--- src/rtl/uart_pkg.sv ---
// Shared UART definitions for the receive and transmit FIFO front-ends.
package uart_pkg;

  // Receiver/transmitter frame state encoding.
  typedef enum logic [1:0] {
    IDLE  = 2'd0,
    START = 2'd1,
    DATA  = 2'd2,
    STOP  = 2'd3
  } uart_state_e;

  // 50 MHz / 115200 baud.
  localparam int unsigned DEFAULT_CLKS_PER_BIT = 434;

  // 8N1 framing: one stop bit.
  localparam int unsigned STOP_BITS = 1;

endpackage

--- src/rtl/sync_2ff.sv ---
// Two-flop synchroniser for an asynchronous single-bit input.
module sync_2ff #(
  parameter logic RESET_VAL = 1'b1
) (
  input  logic clk,
  input  logic rst,
  input  logic d,
  output logic q
);

  logic meta_q, meta_d;
  logic sync_q, sync_d;

  // Next-state: shift the pin through the two stages.
  always_comb begin
    meta_d = d;
    sync_d = meta_q;
  end

  // Synchroniser flops, forced to the line's idle level on reset.
  always_ff @(posedge clk) begin
    if (rst) begin
      meta_q <= RESET_VAL;
      sync_q <= RESET_VAL;
    end else begin
      meta_q <= meta_d;
      sync_q <= sync_d;
    end
  end

  assign q = sync_q;

endmodule

--- src/rtl/uart_rx_fifo_writer.sv ---
// 8N1 UART receiver that pushes each good byte into a FIFO write port.
module uart_rx_fifo_writer
  import uart_pkg::*;
#(
  parameter int unsigned CLKS_PER_BIT = DEFAULT_CLKS_PER_BIT,
  parameter int unsigned DATA_BITS    = 8
) (
  input  logic                 CLOCK_50,
  input  logic                 RST,
  input  logic                 rx,
  input  logic                 full,
  output logic [DATA_BITS-1:0] data_out,
  output logic                 write,
  output logic                 framing_error,
  output logic                 overrun,
  input  logic                 clear_errors,
  output logic                 busy
);

  localparam int unsigned CNT_W = $clog2(CLKS_PER_BIT);
  localparam int unsigned IDX_W = (DATA_BITS > 1) ? $clog2(DATA_BITS) : 1;
  localparam logic [CNT_W-1:0] HALF_TERM = CNT_W'(CLKS_PER_BIT / 2 - 1);
  localparam logic [CNT_W-1:0] FULL_TERM = CNT_W'(CLKS_PER_BIT - 1);
  localparam logic [IDX_W-1:0] LAST_IDX  = IDX_W'(DATA_BITS - 1);

  logic rx_s;

  uart_state_e          state_q, state_d;
  logic [CNT_W-1:0]     cnt_q, cnt_d;
  logic [IDX_W-1:0]     idx_q, idx_d;
  logic [DATA_BITS-1:0] shift_q, shift_d;
  logic [DATA_BITS-1:0] data_q, data_d;
  logic                 write_q, write_d;
  logic                 fe_q, fe_d;
  logic                 ov_q, ov_d;
  logic                 busy_q, busy_d;
  logic                 sample;
  logic                 fe_set, ov_set;

  // Bring the pin into the clock domain; idle-high reset value.
  sync_2ff #(
    .RESET_VAL(1'b1)
  ) u_rx_sync (
    .clk(CLOCK_50),
    .rst(RST),
    .d  (rx),
    .q  (rx_s)
  );

  // Frame FSM next-state, sampling, byte assembly and sticky flags.
  always_comb begin
    state_d = state_q;
    cnt_d   = cnt_q;
    idx_d   = idx_q;
    shift_d = shift_q;
    data_d  = data_q;
    write_d = 1'b0;
    fe_d    = fe_q;
    ov_d    = ov_q;
    fe_set  = 1'b0;
    ov_set  = 1'b0;
    sample  = (cnt_q == ((state_q == START) ? HALF_TERM : FULL_TERM));

    case (state_q)
      IDLE: begin
        cnt_d = '0;
        idx_d = '0;
        if (!rx_s) state_d = START;
      end
      START: begin
        if (sample) begin
          cnt_d = '0;
          if (!rx_s) begin
            state_d = DATA;
            idx_d   = '0;
          end else begin
            state_d = IDLE;
          end
        end else begin
          cnt_d = cnt_q + CNT_W'(1);
        end
      end
      DATA: begin
        if (sample) begin
          cnt_d          = '0;
          shift_d[idx_q] = rx_s;
          if (idx_q == LAST_IDX) state_d = STOP;
          else                   idx_d   = idx_q + IDX_W'(1);
        end else begin
          cnt_d = cnt_q + CNT_W'(1);
        end
      end
      STOP: begin
        if (sample) begin
          cnt_d   = '0;
          state_d = IDLE;
          if (!rx_s) begin
            fe_set = 1'b1;
          end else if (full) begin
            ov_set = 1'b1;
          end else begin
            write_d = 1'b1;
            data_d  = shift_q;
          end
        end else begin
          cnt_d = cnt_q + CNT_W'(1);
        end
      end
      default: state_d = IDLE;
    endcase

    // A new error in the same cycle as a clear request still latches.
    if (clear_errors) begin
      fe_d = 1'b0;
      ov_d = 1'b0;
    end
    if (fe_set) fe_d = 1'b1;
    if (ov_set) ov_d = 1'b1;

    busy_d = (state_d != IDLE);
  end

  // State and output registers; reset aborts any frame in flight.
  always_ff @(posedge CLOCK_50) begin
    if (RST) begin
      state_q <= IDLE;
      cnt_q   <= '0;
      idx_q   <= '0;
      shift_q <= '0;
      data_q  <= '0;
      write_q <= 1'b0;
      fe_q    <= 1'b0;
      ov_q    <= 1'b0;
      busy_q  <= 1'b0;
    end else begin
      state_q <= state_d;
      cnt_q   <= cnt_d;
      idx_q   <= idx_d;
      shift_q <= shift_d;
      data_q  <= data_d;
      write_q <= write_d;
      fe_q    <= fe_d;
      ov_q    <= ov_d;
      busy_q  <= busy_d;
    end
  end

  assign data_out      = data_q;
  assign write         = write_q;
  assign framing_error = fe_q;
  assign overrun       = ov_q;
  assign busy          = busy_q;

endmodule

--- config.mk ---
export PLATFORM = sky130hd
export DESIGN_NAME = uart_rx_fifo_writer
export DESIGN_NICKNAME = d
export VERILOG_FILES = /design/src/rtl/uart_pkg.sv /design/src/rtl/sync_2ff.sv /design/src/rtl/uart_rx_fifo_writer.sv
export SDC_FILE = /design/constraint.sdc
export NUM_CORES = 1
export LEC_CHECK = 0
export ABC_CLOCK_PERIOD_IN_PS = 1700
export BUFFER_PORTS_ARGS = -buffer_cell sky130_fd_sc_hd__buf_2
export CORE_MARGIN = 4
export CORE_UTILIZATION = 52
export DETAILED_ROUTE_END_ITERATION = 10
export GPL_ROUTABILITY_DRIVEN = 0
export PLACE_DENSITY_LB_ADDON = 0.08
export SLEW_MARGIN = 30
export SYNTH_ARGS = -nofsm -noshare
export SYNTH_HDL_FRONTEND = slang
export SYNTH_SLANG_ARGS = --single-unit
--- constraint.sdc ---
create_clock -name CLOCK_50 -period 1.7 [get_ports CLOCK_50]
set_clock_uncertainty 0.2 [all_clocks]
set_input_delay 0.51 -clock CLOCK_50 [delete_from_list [all_inputs] [get_ports CLOCK_50]]
set_output_delay 0.51 -clock CLOCK_50 [all_outputs]
set_load 0.03 [all_outputs]
==> summary.md, run 1 <==
| Metric | Value |
|---|---|
| Max Cap Violations | 0 |
| CTS tree | yes |
| Seq/Total Area, Yosys | 42.1% |
| Row count | 20 |
| Status | complete, no violations |
| Hold_buf cts | 0 |
| Fin nets | 217 |
| Aggregate global-route resource usage | 17.6% |
| H-tree depth | 2 |
| Boundary pin count | 17 |
| Clock-pin slew on the worst setup and hold paths | 0.11 ns |
| Inserted Clock Buffers | 5 |
| Dpl cell area | 0.00193 mm² |
| Clk Latency, worst-skew pair | 0.34 ns |
| Die Y | 65.4 µm |
| Post-synth EDFFs | 0 |
| Worst Hold Class | in2reg |
| Vias per Instance | 5.39 |
| Post-synth ARST share | 0% |
| CTS Sinks | 36 |
| Die Wd | 65.4 µm |
| Vias in the first global route | 1266 |
| Core area | 0.00310 mm² |
| Gr ovfl total | 0 |
| Setup violators final | 0 |
| Ant diodes | 0 |
| Max VDD drop | 0.421 mV |
| Synth Area per Inst | 10.1 µm² |
| Final min period | 1.65 ns |
| Net Sw Frac | 22.4% |
| Post-synth top flop | dfxtp_1 |
| Achievable Freq | 606 MHz |
| Drc violations | 0 |
| Number of routed nets with antenna violations | 0 |
| Cell area after synthesis | 0.00171 mm² |
| Mapped Cells | 170 |
| Initial antenna violation count | 0 |
| Nature of the critical path endpoint | register |
| Drt pass-1 iters | 4 |
| P_int | 1.08 mW |
| Largest net degree at the start of global routing | 20 |
| Crit path largest cell delay | 0.35 ns |
| Worst endpoint data arrival time | 1.71 ns |
| Crit-path max FO | 6 |
| Initial Util | 55.2% |
| Worst path cell trace | buf_6, o2111a_2, buf_6, o2111ai_4, mux2i_1 |
| CTS root buffer | clkbuf_4 |
| Pleak | 0.918 nW |
| Critical path's most frequent cell | buf_6 |
| Area delta synth->final | 22.6% |
| Final Cell Area | 0.00210 mm² |
| Part of the power in combinational logic | 4.4% |
| Critical Path RT | 1.77 ns |
| Sequential fraction of design power | 61.2% |
| Critical Path Source Type | register |
| Global-route wire length before repair | 5.79 mm |
| Critical path class | reg2reg |
| Net Switching | 0.312 mW |
| Worst slew pin tran | 0.283 ns |
| Final hold violations | 0 |
| Detailed placement HPWL | 2.49 mm |
| Drt wl/cell | 13.6 µm |
| 1st-iter DRT viols | 74 |
| Die area | 0.00427 mm² |
| Max Transition Viols Final | 0 |
| Share of cells above drive strength 1 | 31.4% |
| CP max stage cell | dfxtp_2 |
| RSZ-0062 raised after global routing | yes |
| Clock Power Share | 34.4% |
| Final core utilization | 67.6% |
| Period utilisation layout | 97.0% |
| Clock buffer depth | 2 |
| Yosys warnings | 0 |
| Number of port buffers | 16 |
| Routed WL | 3.46 mm |
| Synth Register Bits | 36 |
| Vias | 1369 |
| Power Density | 664 mW/mm² |
| Max-Slew Margin vs Limit | 81.2% |
| Post-Syn Nets | 178 |
| Power Total | 1.39 mW |
| Netlist cell types | 39 |
area by class of cell:
class                           count  area, µm²
Timing Repair Buffer               42        305
Clock buffer                        8       58.8
Tap cell                           44       55.1
Multi-Input combinational cell    122        948
Sequential cell                    36        723
Fill cell                         266       1000
Inverter                            2       7.51
flip-flops by register name (all words and copies together), names as in the netlist:
| name | flops |
|---|---|
| state_q | 2 |
| framing_error | 1 |
| u_rx_sync.q | 1 |
| write | 1 |
| busy | 1 |
| shift_q | 8 |
| data_out | 8 |
| cnt_q | 9 |
| overrun | 1 |
| idx_q | 3 |
| u_rx_sync.meta_q | 1 |
cell families after synthesis:
kind of cell             synth area share (%)
multiplexers                             11.8
AO/OA/AOI/OAI                            8.63
flip-flops                               42.1
XOR/XNOR                                 3.58
adder cells (fa/ha/maj)                  2.19
AND/OR/NAND/NOR                          27.1
buffers and inverters                    4.60
cell usage after synthesis, types with 2 or more instances:
cell type	count	area share, %
buf_1	2	0.44
and3_1	2	0.73
nor3_1	9	2.6
nand3_1	3	0.88
xor2_1	2	1.0
clkbuf_1	3	0.66
nand3b_1	6	2.6
mux2i_1	19	11
o21ai_0	4	1.2
or2_2	3	1.1
nand2_1	6	1.3
nor2_1	9	2.0
o211ai_1	11	4.8
nor4b_1	2	1.0
dfxtp_1	36	42
xnor2_1	5	2.6
nand4_1	2	0.73
buf_6	4	2.6
and4b_1	2	1.2
nand2b_1	19	6.9
ha_1	3	2.2
critical path, delay by kind of cell (launching register included):
| kind | cells | cell delay, ns |
|---|---|---|
| compound gates | 2 | 0.56 |
| flops | 1 | 0.35 |
| mux | 1 | 0.22 |
| buf+inv | 2 | 0.25 |
power by group through the flow:
stage	Clock, mW	Combinational, mW	Sequential, mW
floorplan	0	0.0372	0.874
global placement	0	0.0585	0.872
detailed placement	0	0.0596	0.873
CTS	0.487	0.0608	0.853
global route	0.522	0.0666	0.855
finish	0.479	0.0612	0.853
placed cells by master (no fill, tap or decap), drive strengths merged:
master and instances:
nand3 3, nor4 1, o211ai 11, xor2 2, nand4b 1, buf 42, ha 3, and3 2
nand2b 19, nand4bb 1, nand2 6, o21ai 5, nor4b 2, nor3 9, nand3b 6, o22ai 1
nor3b 2, o2111a 1, nor2 9, and4b 2, or2 3, and4 1, nor2b 2, o21a 1
mux2 1, dfxtp 36, o2111ai 1, mux2i 19, nand4 2, and4bb 1, inv 2, xnor2 5
clkbuf 8
per-layer routing:
| layer | global-route usage, % | wire length [µm] | share of wire [%] | vias up |
|---|---|---|---|---|
| met5 | 0 | 0 | 0 | - |
| met4 | 4.66 | 32 | 0.92 | 0 |
| met3 | 5.98 | 155 | 4.5 | 3 |
| met2 | 26.0 | 1450 | 42 | 36 |
| met1 | 24.3 | 1830 | 53 | 638 |
| li1 | - | - | - | 692 |
worst paths after layout:
path / startpoint / slack, ns / endpoint / cells after the start
max reg2reg: state_q[1] / 0.05 / idx_q[1] / 5
min: rx / 0.15 / u_rx_sync.meta_q / 2
min reg2reg: u_rx_sync.meta_q / 0.22 / u_rx_sync.q / 1
max: state_q[1] / 0.05 / idx_q[1] / 5
what timing repair did:
item / in CTS / in global routing
pin swaps: 9 / 7
gates cloned: 3 / 0
buffers inserted: 2 / 0
gates resized for setup: 14 / 8
endpoints found under the setup margin: 14 / 33
metrics by stage:
stage | setup slack [ns] | TNS, ns | instances | hold WS (ns)
finish | 0.0506 | 0 | 254 | 0.151
global route | -0.0280 | -0.0827 | 254 | 0.145
CTS | -0.0132 | -0.0492 | 254 | 0.139
detailed placement | -0.0204 | -0.0888 | 241 | 0.194
global placement | 0.0192 | 0 | 241 | 0.195
floorplan | 0.0878 | 0 | 170 | 0.189
No activity file was read; power rests on OpenSTA's default activity.
==> run 2: changes to the inputs <==
--- a/config.mk
+++ b/config.mk
@@ -7,8 +7,12 @@
 export LEC_CHECK = 0
 export ABC_CLOCK_PERIOD_IN_PS = 1700
 export BUFFER_PORTS_ARGS = -buffer_cell sky130_fd_sc_hd__buf_2
+export CAP_MARGIN = 20
+export CELL_PAD_IN_SITES_DETAIL_PLACEMENT = 0
+export CELL_PAD_IN_SITES_GLOBAL_PLACEMENT = 1
 export CORE_MARGIN = 4
-export CORE_UTILIZATION = 52
+export CORE_UTILIZATION = 41
+export CTS_CLUSTER_SIZE = 24
 export DETAILED_ROUTE_END_ITERATION = 10
 export GPL_ROUTABILITY_DRIVEN = 0
 export PLACE_DENSITY_LB_ADDON = 0.08
==> run 2 against run 1 <==
Worst setup slack improved by 0.010 ns. Non-clock buffer count fell by 4. Critical path depth did not move. Sequential cell count did not move. Power rose by 11%. Highest routed layer unchanged. Worst hold slack improved by 0.050 ns. Critical path type unchanged. Core utilization fell by 15 points. Cell area rose by 0.12%. Cell count rose by 0.79%. First-iteration DRC count fell by 27%.
==> summary.md, run 2 (synthesis gave the netlist of run 1 again) <==
| Metric | Value |
|---|---|
| Status | complete, no violations |
| Global-route wire length before repair | 6.33 mm |
| Final hold violations | 0 |
| Critical path class | reg2reg |
| Critical Path Source Type | register |
| Final min period | 1.64 ns |
| Crit-path max FO | 6 |
| Die Wd | 72.6 µm |
| Worst slew pin tran | 0.375 ns |
| Die area | 0.00527 mm² |
| Core area | 0.00403 mm² |
| Worst Hold Class | in2reg |
| Max Cap Violations | 0 |
| CTS Sinks | 36 |
| Routed wl met2 | 1.70 mm |
| Setup TNS | 0 ns |
| Drt wl/cell | 14.6 µm |
| Period utilisation layout | 96.4% |
| Number of routed nets with antenna violations | 0 |
| Hold_buf cts | 0 |
| Uppermost layer routed | met4 |
| Fillers | 393 |
| Largest net degree at the start of global routing | 15 |
| Routed WL | 3.73 mm |
| Area delta synth->final | 22.7% |
| Clock-pin slew on the worst setup and hold paths | 0.07 ns |
| Share of cells above drive strength 1 | 32.0% |
| Final core utilization | 52.1% |
| Power Density | 737 mW/mm² |
| Detailed placement HPWL | 2.70 mm |
| Clock buffer depth | 2 |
| Clk Latency, worst-skew pair | 0.29 ns |
| Vias per Instance | 5.23 |
| Gr ovfl total | 0 |
| Number of flip-flops under the largest register name | 9 |
| Hold slack | 0.201 ns |
| Vias | 1338 |
| Top reg by flops | cnt_q |
| H-tree depth | 2 |
| Number of port buffers | 16 |
| Commonest cells after routing, fill and taps aside | dfxtp_1 (31), nand2b_1 (19), mux2i_1 (19) |
| 1st-iter DRT viols | 54 |
| Pleak | 0.914 nW |
| Dpl cell area | 0.00193 mm² |
| Initial antenna violation count | 0 |
| Setup violators final | 0 |
| Row count | 23 |
| Drt pass-1 iters | 4 |
| CTS tree | yes |
| Achievable Freq | 610 MHz |
| Max VDD drop | 0.477 mV |
| Critical Path RT | 1.72 ns |
| Initial Util | 42.5% |
| Fin nets | 213 |
| Fin cells | 256 |
| Final Cell Area | 0.00210 mm² |
| Hold Startpoint | rx |
| Ant diodes | 0 |
| Placed cells | 246 |
| Max Transition Viols Final | 0 |
| RSZ-0062 raised after global routing | yes |
| Reg2reg start | state_q[1] |
| CP startpoint | state_q[1] |
| Vias in the first global route | 1370 |
| Worst endpoint data arrival time | 1.66 ns |
| Nature of the critical path endpoint | register |
| Die Y | 72.6 µm |
| Most common cell after layout, fill and taps aside | dfxtp_1 |
| CTS root buffer | clkbuf_8 |
| Boundary pin count | 17 |
| Met1 Wirelength | 1.78 mm |
| Inserted Clock Buffers | 5 |
| Max-Slew Margin vs Limit | 75.0% |
| Drc violations | 0 |
| Aggregate global-route resource usage | 15.5% |
| WL met3 | 148 µm |
-- run 2: layout make-up --
class / count / area [µm²] / share of cell area [%]
Clock inverter: 2 / 10.0 / 0.476
Timing Repair Buffer: 38 / 254 / 12.1
Inverter: 2 / 7.51 / 0.357
Clock buffer: 6 / 82.6 / 3.93
Multi-Input combinational cell: 122 / 957 / 45.6
Tap cell: 50 / 62.6 / 2.98
Sequential cell: 36 / 727 / 34.6
-- run 2: layer usage --
| layer | track usage [%] | vias up |
|---|---|---|
| met2 | 24.1 | 21 |
| met5 | 0 | - |
| met1 | 19.3 | 629 |
| li1 | - | 679 |
| met3 | 4.68 | 9 |
| met4 | 7.79 | 0 |
-- run 2: timing repair --
item / 4_1_cts / 5_1_grt
setup endpoints to repair: 21 / 25
pin swaps: 1 / 2
gates cloned: 0 / 1
setup buffers: 1 / 0
gates resized for setup: 4 / 12
-- run 2: critical path: stages (launching register included) --
cell and delay [ns]:
dfxtp_2 0.33, buf_6 0.11, o2111a_2 0.29, buf_6 0.15, o2111ai_4 0.26, mux2i_1 0.23
-- run 2: path summary, 6_finish.rpt --
kind                                         end  slack, ns  cells past startpoint
worst min register to register       u_rx_sync.q       0.22                      1
worst max-delay path                    idx_q[2]       0.06                      5
worst max register to register          idx_q[2]       0.06                      5
worst min-delay path            u_rx_sync.meta_q       0.20                      2
-- run 2: power by group --
part,internal (mW),switching [mW],total (mW)
registers,0.849,0.00455,0.853
logic,0.0291,0.0335,0.0626
clock network,0.323,0.308,0.631
-- run 2: metrics by stage --
| stage | total power, mW | setup WS (ns) |
|---|---|---|
| 2_1_floorplan | 0.912 | 0.0878 |
| 3_3_place_gp | 0.933 | -0.0217 |
| 3_5_place_dp | 0.935 | -0.101 |
| 4_1_cts | 1.57 | 0.0126 |
| 5_1_grt | 1.61 | -0.00668 |
| 6_report | 1.55 | 0.0606 |
